$ cat src/rtl/icache_arb_pkg.sv
// Shared types and constants for the instruction-cache request arbiter.
package icache_arb_pkg;

    localparam int unsigned ADDR_W = 30;
    localparam int unsigned DATA_W = 32;

    localparam logic OWN_FETCH = 1'b0;
    localparam logic OWN_PF    = 1'b1;

    typedef struct packed {
        logic owner;
        logic squash;
    } tag_t;

endpackage

$ cat src/rtl/arb_tagq.sv
// In-order tag FIFO recording the owner of each outstanding icache request.
module arb_tagq
    import icache_arb_pkg::*;
#(
    parameter  int unsigned DEPTH = 2,
    localparam int unsigned CNT_W = $clog2(DEPTH + 1)
) (
    input  logic             clk,
    input  logic             rst,
    input  logic             push,
    input  tag_t             push_tag,
    input  logic             pop,
    input  logic             squash_all,
    output tag_t             head,
    output logic [CNT_W-1:0] count,
    output logic             full,
    output logic             empty
);

    localparam int unsigned PTR_W = (DEPTH > 1) ? $clog2(DEPTH) : 1;
    localparam logic [PTR_W-1:0] LAST = PTR_W'(DEPTH - 1);

    tag_t             mem [DEPTH];
    logic [PTR_W-1:0] wr_ptr;
    logic [PTR_W-1:0] rd_ptr;
    logic [CNT_W-1:0] cnt;
    logic             push_ok;
    logic             pop_ok;

    assign full    = (cnt == CNT_W'(DEPTH));
    assign empty   = (cnt == '0);
    assign count   = cnt;
    assign head    = mem[rd_ptr];
    assign push_ok = push & ~full;
    assign pop_ok  = pop & ~empty;

    // Squash marks every slot; free slots are rewritten whole on their next push.
    always_ff @(posedge clk) begin
        if (rst) begin
            wr_ptr <= '0;
            rd_ptr <= '0;
            cnt    <= '0;
            for (int i = 0; i < int'(DEPTH); i++) begin
                mem[i] <= '0;
            end
        end else begin
            if (squash_all) begin
                for (int i = 0; i < int'(DEPTH); i++) begin
                    mem[i].squash <= 1'b1;
                end
            end
            if (push_ok) begin
                mem[wr_ptr] <= push_tag;
                wr_ptr      <= (wr_ptr == LAST) ? '0 : wr_ptr + 1'b1;
            end
            if (pop_ok) begin
                rd_ptr <= (rd_ptr == LAST) ? '0 : rd_ptr + 1'b1;
            end
            if (push_ok && !pop_ok) begin
                cnt <= cnt + 1'b1;
            end else if (pop_ok && !push_ok) begin
                cnt <= cnt - 1'b1;
            end
        end
    end

endmodule

$ cat src/rtl/icache_arb.sv
// Fetch/prefetch arbiter for the icache request port with in-order response routing.
module icache_arb
    import icache_arb_pkg::*;
#(
    parameter int unsigned DEPTH        = 2,
    parameter int unsigned STARVE_LIMIT = 4
) (
    input  logic              clk,
    input  logic              rst,
    input  logic              fetch_arb_req,
    input  logic [ADDR_W-1:0] fetch_arb_addr,
    output logic              arb_fetch_ready,
    output logic              arb_fetch_valid,
    output logic              arb_fetch_error,
    output logic [DATA_W-1:0] arb_fetch_data,
    input  logic              pf_arb_req,
    input  logic [ADDR_W-1:0] pf_arb_addr,
    output logic              arb_pf_ready,
    output logic              arb_pf_valid,
    output logic              arb_pf_error,
    output logic [DATA_W-1:0] arb_pf_data,
    output logic              arb_ic_req,
    output logic [ADDR_W-1:0] arb_ic_addr,
    output logic              arb_ic_flush,
    input  logic              icache_ready,
    input  logic              icache_valid,
    input  logic              icache_error,
    input  logic [DATA_W-1:0] icache_data,
    input  logic              rob_flush
);

    localparam int unsigned CNT_W    = $clog2(DEPTH + 1);
    localparam int unsigned STARVE_W = (STARVE_LIMIT > 0) ? $clog2(STARVE_LIMIT + 1) : 1;
    localparam logic [STARVE_W-1:0] STARVE_MAX = STARVE_W'(STARVE_LIMIT);

    logic [STARVE_W-1:0] starve_q;
    logic [STARVE_W-1:0] starve_d;
    logic [CNT_W-1:0]    q_count;
    logic                q_empty;
    logic                unused_full;
    tag_t                q_head;
    tag_t                push_tag;
    logic                full;
    logic                pf_win;
    logic                accept;
    logic                pop;
    logic                deliver;

    assign full   = (q_count == CNT_W'(DEPTH));
    assign pf_win = pf_arb_req & (~fetch_arb_req | (starve_q == STARVE_MAX));

    assign arb_ic_req      = (fetch_arb_req | pf_arb_req) & ~full & ~rob_flush & ~rst;
    assign arb_ic_addr     = !arb_ic_req ? '0 : (pf_win ? pf_arb_addr : fetch_arb_addr);
    assign accept          = arb_ic_req & icache_ready;
    assign arb_fetch_ready = accept & ~pf_win;
    assign arb_pf_ready    = accept & pf_win;
    assign arb_ic_flush    = rob_flush & ~rst;

    // A flush in the pop cycle suppresses that response as well.
    assign pop     = icache_valid & ~q_empty & ~rst;
    assign deliver = pop & ~q_head.squash & ~rob_flush;

    assign arb_fetch_valid = deliver & (q_head.owner == OWN_FETCH);
    assign arb_fetch_error = deliver & (q_head.owner == OWN_FETCH) & icache_error;
    assign arb_pf_valid    = deliver & (q_head.owner == OWN_PF);
    assign arb_pf_error    = deliver & (q_head.owner == OWN_PF) & icache_error;
    assign arb_fetch_data  = rst ? '0 : icache_data;
    assign arb_pf_data     = rst ? '0 : icache_data;

    assign push_tag = '{owner: (pf_win ? OWN_PF : OWN_FETCH), squash: 1'b0};

    // Starvation counts fetch wins only while the prefetcher keeps waiting.
    always_comb begin
        starve_d = starve_q;
        if (!pf_arb_req) begin
            starve_d = '0;
        end else if (accept && pf_win) begin
            starve_d = '0;
        end else if (accept && (starve_q != STARVE_MAX)) begin
            starve_d = starve_q + 1'b1;
        end
    end

    always_ff @(posedge clk) begin
        if (rst) begin
            starve_q <= '0;
        end else begin
            starve_q <= starve_d;
        end
    end

    arb_tagq #(
        .DEPTH (DEPTH)
    ) u_tagq (
        .clk        (clk),
        .rst        (rst),
        .push       (accept),
        .push_tag   (push_tag),
        .pop        (pop),
        .squash_all (arb_ic_flush),
        .head       (q_head),
        .count      (q_count),
        .full       (unused_full),
        .empty      (q_empty)
    );

endmodule

$ cat config.mk
export PLATFORM = sky130hd
export DESIGN_NAME = icache_arb
export DESIGN_NICKNAME = d
export VERILOG_FILES = /design/src/rtl/icache_arb_pkg.sv /design/src/rtl/arb_tagq.sv /design/src/rtl/icache_arb.sv
export SDC_FILE = /design/constraint.sdc
export NUM_CORES = 1
export LEC_CHECK = 0
export ABC_CLOCK_PERIOD_IN_PS = 2000
export BUFFER_PORTS_ARGS = -buffer_cell sky130_fd_sc_hd__buf_2
export CORE_ASPECT_RATIO = 0.8
export CORE_MARGIN = 5
export CORE_UTILIZATION = 30
export CTS_CLUSTER_DIAMETER = 50
export CTS_CLUSTER_SIZE = 14
export DETAILED_ROUTE_END_ITERATION = 10
export PLACE_DENSITY_LB_ADDON = 0.2
export SETUP_SLACK_MARGIN = 0.2
export SLEW_MARGIN = 5
export SYNTH_ARGS = -nofsm -noshare
export SYNTH_HDL_FRONTEND = slang
export SYNTH_HIERARCHICAL = 1
export SYNTH_SLANG_ARGS = --single-unit
$ cat constraint.sdc
create_clock -name clk -period 2 [get_ports clk]
set_input_delay 0.4 -clock clk [delete_from_list [all_inputs] [get_ports clk]]
set_output_delay 0.4 -clock clk [all_outputs]
set_load 0.03 [all_outputs]
* After elaboration in Yosys (flattened, before gate mapping)
Memories as Yosys holds them, arrays and structs flattened. A register that Yosys moved wholly into a read port is not among the register bits. Cells that the tools add are included.
Word-level totals: flip-flop bits (word level) 7, latch bits 0, RAM bits 4, memory bits (read-only) 0, input port bits 100, output and inout port bits 102, logic and storage cells 77, memories 1
Operators by class: add/sub/neg operators 5, multiply operators 0, div/mod/pow operators 0, $lt $le $gt $ge 0, eq/ne operators 3, shifts and indexed selects 0, muxes and demuxes 23, bitwise gates (word level) 31, reductions and logical operators 10
Memories:
- u_tagq.mem | words 2, bits a word 2, rd ports 1, clocked after Yosys merged registers in 1, write ports 2, line arb_tagq.sv:23 | tag_t mem [DEPTH];
Operators by type and width (number):
- 2-to-1 mux 30 bit | 2
- 2-to-1 mux 32 bit | 1
- AND 1 bit | 18
- 2-to-1 mux 1 bit | 16
- inverter 1 bit | 9
- 2-to-1 mux 2 bit | 4
- logical AND 1 bit | 4
- OR 1 bit | 4
- adder 3 x 1 -> 3 bit, second input constant | 1
- == test 3 bit, second input constant | 1
- != test 3 bit, second input constant | 1
- OR reduction 3 bit | 1
- adder 1 bit, second input constant | 2
- adder 2 x 1 -> 2 bit, second input constant | 1
- == test 2 bit, second input constant | 1
- logical NOT 1 bit | 2
- logical NOT 2 bit | 1
- nonzero test 2 bit | 1
- OR reduction 2 bit | 1
- subtractor 2 x 1 -> 2 bit, second input constant | 1

* Logic depth before layout (Yosys ltp)
word-level depth 12, depth in mapped cells 10, depth with buffers taken out 9

* Cells and area by module
Netlist, hierarchy kept.
By module, submodules not included:
- icache_arb | times used 1, cells an instance 210, area an instance 1161.1 sq um, sequential area each 60.1 sq um
- arb_tagq | times used 1, cells an instance 43, area an instance 445.4 sq um, sequential area each 220.2 sq um

* Worst setup path after synthesis
No wires, ideal clock.
kind flip-flop to output port, from register starve_q[0], to output port arb_ic_addr[20], data arrival time 1.644 ns, data required time 1.600 ns, setup slack -0.044 ns, cell stages (with the launch flop) 8, path buffers 1, cell sequence dfxtp_1 > inv_1 > ha_1 > a21bo_2 > nand2_2 > buf_2 > nand2_1 > a21oi_1
On the way: longest elaborated chain between the ends 5
Ends and longest elaborated chain:
- from (decl) | line icache_arb.sv:36 | logic [STARVE_W-1:0] starve_q;
- from (signal assigned) | line icache_arb.sv:88 | starve_q <= starve_d;
- == test 3 bit | line icache_arb.sv:50 | assign pf_win = pf_arb_req & (~fetch_arb_req | (starve_q == STARVE_MAX));
- OR 1 bit | line icache_arb.sv:50
- AND 1 bit | line icache_arb.sv:50
- 2-to-1 mux 30 bit (2 in a row) | line icache_arb.sv:53 | assign arb_ic_addr = !arb_ic_req ? '0 : (pf_win ? pf_arb_addr : fetch_arb_addr);
- to (decl) | line icache_arb.sv:23 | output logic [ADDR_W-1:0] arb_ic_addr,
Every way passes these cells.

* Final worst setup path
from register starve_q[0], to output port arb_ic_addr[21]
Same word-level chain as after synthesis.

==> impl.org <==
** Logic synthesis
- Post-synth top flop :: sky130_fd_sc_hd__dfxtp_1
- Yosys warnings :: 6
- Yosys mapped the design onto 36 distinct sky130hd cell types.
- Ranking of synthesized cells by area :: sky130_fd_sc_hd__nand2_1 (15%), sky130_fd_sc_hd__buf_4 (15%), sky130_fd_sc_hd__nor2b_1 (13%)
- Yosys mapped a number of flops with a built-in enable equal to 4.
- A synthesized cell averages ~6.3 µm².
- Post-synthesis async set-or-reset flop share :: 0%
- The share of synthesized area in the top cell type comes to around 15%.
- The commonest cells after synthesis are sky130_fd_sc_hd__nand2_1 (65), sky130_fd_sc_hd__a21oi_1 (33), sky130_fd_sc_hd__nor2b_1 (33), sky130_fd_sc_hd__buf_4 (32), sky130_fd_sc_hd__nor2_1 (15).
- Post-Syn Instances :: around 250
- Top-count cell post-synth :: sky130_fd_sc_hd__nand2_1
- The share of the Yosys chip area taken by registers is between 10% and 20%.
- In this run, synthesis produced a sequential element count of 12.
- The synthesized design spends more area on one cell type than any other, namely sky130_fd_sc_hd__nand2_1.
- Summing every instance area after synthesis gives approximately 1600 µm².
- Number of nets in the synthesized netlist :: between 300 and 400

** Status
- Outcome :: finished, violations left
- The checks that failed: setup timing.

** Critical path
- In this design, the stage delay of the slowest critical-path cell is between 0.3 and 0.4 ns.
- Data arrives at the worst endpoint at around 1.7 ns.
- The slowest stage of the critical path is the sky130_fd_sc_hd__dfxtp_2 cell.
- Max FO, Critical Path :: 6
- At the worst endpoint, the required time is about 1.6 ns.
- STA classifies the critical path startpoint as a flop.
- Cell family contributing the most delay on the critical path :: compound AO/OA/AOI/OAI gates
- The signal on the critical path passes through inv_2 -> ha_4 -> a21bo_4 -> nand2_8 -> clkbuf_16 -> nand2_2 -> a21oi_4 -> buf_6.
- By startpoint and endpoint, the worst setup path is classified as reg2out.
- Capturing element type of the critical path :: output pin
- Number of buffer and inverter stages on the critical path :: 3

** CTS
- Maximum clock path buffer count :: 2
- The later pin in the worst-skew pair is clocked with a latency of about 0.24 ns.
- Post-CTS clock slew at the launch and capture registers of the worst setup and hold paths :: around 0.050 ns
- In this run the number of H-tree levels came out at 1.
- Root buffer cell :: sky130_fd_sc_hd__clkbuf_8
- Total clock sinks :: 12
- Counting the buffers created by CTS gives 3.
- TritonCTS clock tree :: built

** GRT
- Most used routing layer in global routing :: met2
- Total global routing overflow :: 0
- For this run, global-route usage on met1 was measured as approximately 20%.
- Met2 track demand over resource in global routing :: between 30% and 40%
- Global-route total usage across every layer :: between 10% and 20%
- Initial antenna violation count :: 0
- Entering global routing, the biggest net connects 45 pins.
- Number of global-route vias before repair :: roughly 2400
- GR Layer Usage met3 :: under 10%
- First-pass GRT wire length :: roughly 11000 µm

** Drt
- Number of vias after detailed routing :: 2383
- The first TritonRoute pass finished after 4 iterations.
- Total length of routed wires :: slightly above 8000 µm
- Using the TritonRoute via totals, the vias-per-cell ratio works out to ~4.8.
- In the final routed layout, each cell accounts on average for 16.2 µm.
- Residual DRC count :: 0
- Once detail routing completed, the nets flagged for antenna violations numbered 0.
- Number of DRC violations after detailed-routing iteration 0 :: between 60 and 70

** Finish
- At the end of the flow, the number of nets in the layout was around 540.
- The filler cells instantiated in the layout total 332.
- The repair_antennas step left the layout with diodes totalling 0.
- Fraction of final layout cells with drive strength greater than 1 :: around four fifths
- Area growth, synth to finish :: 135%

** Pwr
- Pwr/cell area :: about 350 nW/µm²
- Sequential cells burn between 10% and 20% of the power.
- IR analysis of the VDD net gives a maximum drop of between 0.2 and 0.25 mV.
- Share of total power in the clock network :: 17.0%
- In this run the power spent charging and discharging nets is about 600 µW.
- Net switching is between 40 and 50% of the power.
- Internal power :: 746 µW
- Per report_power, the combinational group accounts for between 60 and 70% of the total.
- Leakage power summed over all cells :: between 1.5 and 2 nW

** STA
- Fin crit period :: slightly above 2 ns
- Based on the critical path, the design can be clocked at up to 0.482 GHz.
- After layout, the worst setup slack is -0.0754 ns.
- Setup violations remaining at the end of the flow were counted as 31.
- Summed negative setup slack over all endpoints :: -1.13 ns
- Setup repair after global routing could not meet its margin everywhere.
- The count of endpoints failing hold in the final timing report came to 0.
- The count of final max-slew check failures is 0.
- Clock skew on the completed layout was measured at 0.00259 ns.
- The worst path uses 104% of the clock period.

** Place
- The wire-length estimate of the detail-placed layout is between 5000 and 6000 µm.
- Buffers placed on the I/O ports in this run total approximately 200.
- Post-placement setup slack :: around 0.026 ns
- RD Place Congestion :: between 0.7 and 0.8

** Floorplan
- Height of the chip :: 75.5 µm
- Initial cell density of the core :: between 30% and 40%
- Die ar. :: 6930 µm²
- The die is 91.8 µm wide.
- The floorplan has 23 rows.
- I/O pin cnt :: roughly 200
- Placeable core region :: between 5000 and 6000 µm²

** Hold path
- The min-delay analysis places its worst path in the category in2reg.

** Job
- Max-cap violations in this run came to 0.
[path summary, 6_finish.rpt]
kind                            cells past startpoint  slack, ns              end       startpoint
worst min register to register                      2       0.52             flop    u_tagq/rd_ptr
worst min-delay path                                2       0.41  u_tagq/count[1]              rst
worst max register to register                      8       0.31  u_tagq/count[1]  u_tagq/count[0]
worst max-delay path                                8      -0.08  arb_ic_addr[21]      starve_q[0]
[worst register-to-register path, cell delays in order, from the launching register on]
cell and delay [ns]:
sky130_fd_sc_hd__dfxtp_4 0.36, sky130_fd_sc_hd__buf_6 0.10, sky130_fd_sc_hd__nor2_4 0.03, sky130_fd_sc_hd__nor3b_2 0.22, sky130_fd_sc_hd__o21ai_2 0.14, sky130_fd_sc_hd__ha_4 0.18
sky130_fd_sc_hd__xor2_1 0.14, sky130_fd_sc_hd__or3_1 0.30, sky130_fd_sc_hd__a21oi_1 0.14
[per-stage QoR]
step	instance area [µm²]	util, %	power, mW	hold slack [ns]	cells
after floorplan	1980	-	0.747	0.449	253
after global placement	2900	56.9	0.927	0.470	482
after detailed placement	2900	56.9	0.934	0.485	482
after CTS	3440	67.6	1.27	0.395	495
after global routing	3780	74.3	1.41	0.411	501
final	3780	74.3	1.34	0.409	501
[power by group through the flow]
stage	Sequential [mW]	Clock (mW)	Combinational, mW
3_3_place_gp	0.272	0	0.654
3_5_place_dp	0.273	0	0.661
5_1_grt	0.269	0.249	0.894
4_1_cts	0.266	0.236	0.767
2_1_floorplan	0.271	0	0.476
6_report	0.268	0.228	0.847
[logic make-up (layout without fill, tap and decap cells)]
family / Yosys count / in the layout / share of synthesized area (%)
AO/OA/AOI/OAI: 41 / 41 / 13.6
XOR/XNOR: 3 / 3 / 1.64
adder cells (fa/ha/maj): 3 / 3 / 2.34
buffers and inverters: 55 / 241 / 21.1
flip-flops: 12 / 12 / 17.4
multiplexers: 5 / 5 / 3.27
other: 1 / 1 / 0.233
AND/OR/NAND/NOR: 133 / 133 / 40.4
[layout by cell type (no fill, tap or decap), types with 3 or more instances in the layout]
cell type,netlist,final
sky130_fd_sc_hd__a21oi_1,33,3
sky130_fd_sc_hd__a21oi_4,0,28
sky130_fd_sc_hd__buf_12,0,5
sky130_fd_sc_hd__buf_2,9,163
sky130_fd_sc_hd__buf_4,32,12
sky130_fd_sc_hd__buf_6,0,40
sky130_fd_sc_hd__clkbuf_16,0,3
sky130_fd_sc_hd__clkbuf_8,0,3
sky130_fd_sc_hd__dfxtp_1,8,3
sky130_fd_sc_hd__dfxtp_2,0,3
sky130_fd_sc_hd__edfxtp_1,4,4
sky130_fd_sc_hd__inv_1,8,4
sky130_fd_sc_hd__inv_2,1,4
sky130_fd_sc_hd__mux2i_1,3,3
sky130_fd_sc_hd__nand2_1,65,23
sky130_fd_sc_hd__nand2_2,1,25
sky130_fd_sc_hd__nand2_4,0,16
sky130_fd_sc_hd__nand2b_1,6,5
sky130_fd_sc_hd__nor2_1,15,8
sky130_fd_sc_hd__nor2_4,0,6
sky130_fd_sc_hd__nor2b_1,33,21
sky130_fd_sc_hd__nor2b_2,1,13
sky130_fd_sc_hd__xor2_1,3,3
[state kept, by name (all words and copies together) (netlist names), named ones only]
name,cells
u_tagq/mem,4
starve_q,3
u_tagq/wr_ptr,1
u_tagq/count,2
u_tagq/rd_ptr,1
[metal layers]
layer  up-vias  share of wire, %  routed length [µm]
li1       1153                 -                   -
met1      1087                34                2800
met2       127                56                4530
met3        16               7.0                 565
met4         0               2.9                 233
met5         -                 0                   0
[layout make-up]
class                           instances  area [µm²]  area share [%]
Multi-Input combinational cell        186        1680            44.3
Tap cell                               62        77.6            2.05
Sequential cell                        12         292            7.71
Inverter                                9        46.3            1.22
Timing Repair Buffer                  228        1650            43.5
Clock inverter                          1        3.75          0.0992
Clock buffer                            3        41.3            1.09
[repair_timing]
item,4_1_cts,5_1_grt
pin swaps,7,18
setup endpoints to repair,38,41
hold buffers,0,0
gates resized for setup,121,64
gates cloned,3,3
setup buffers,6,3
No activity file was read; power rests on OpenSTA's default activity.
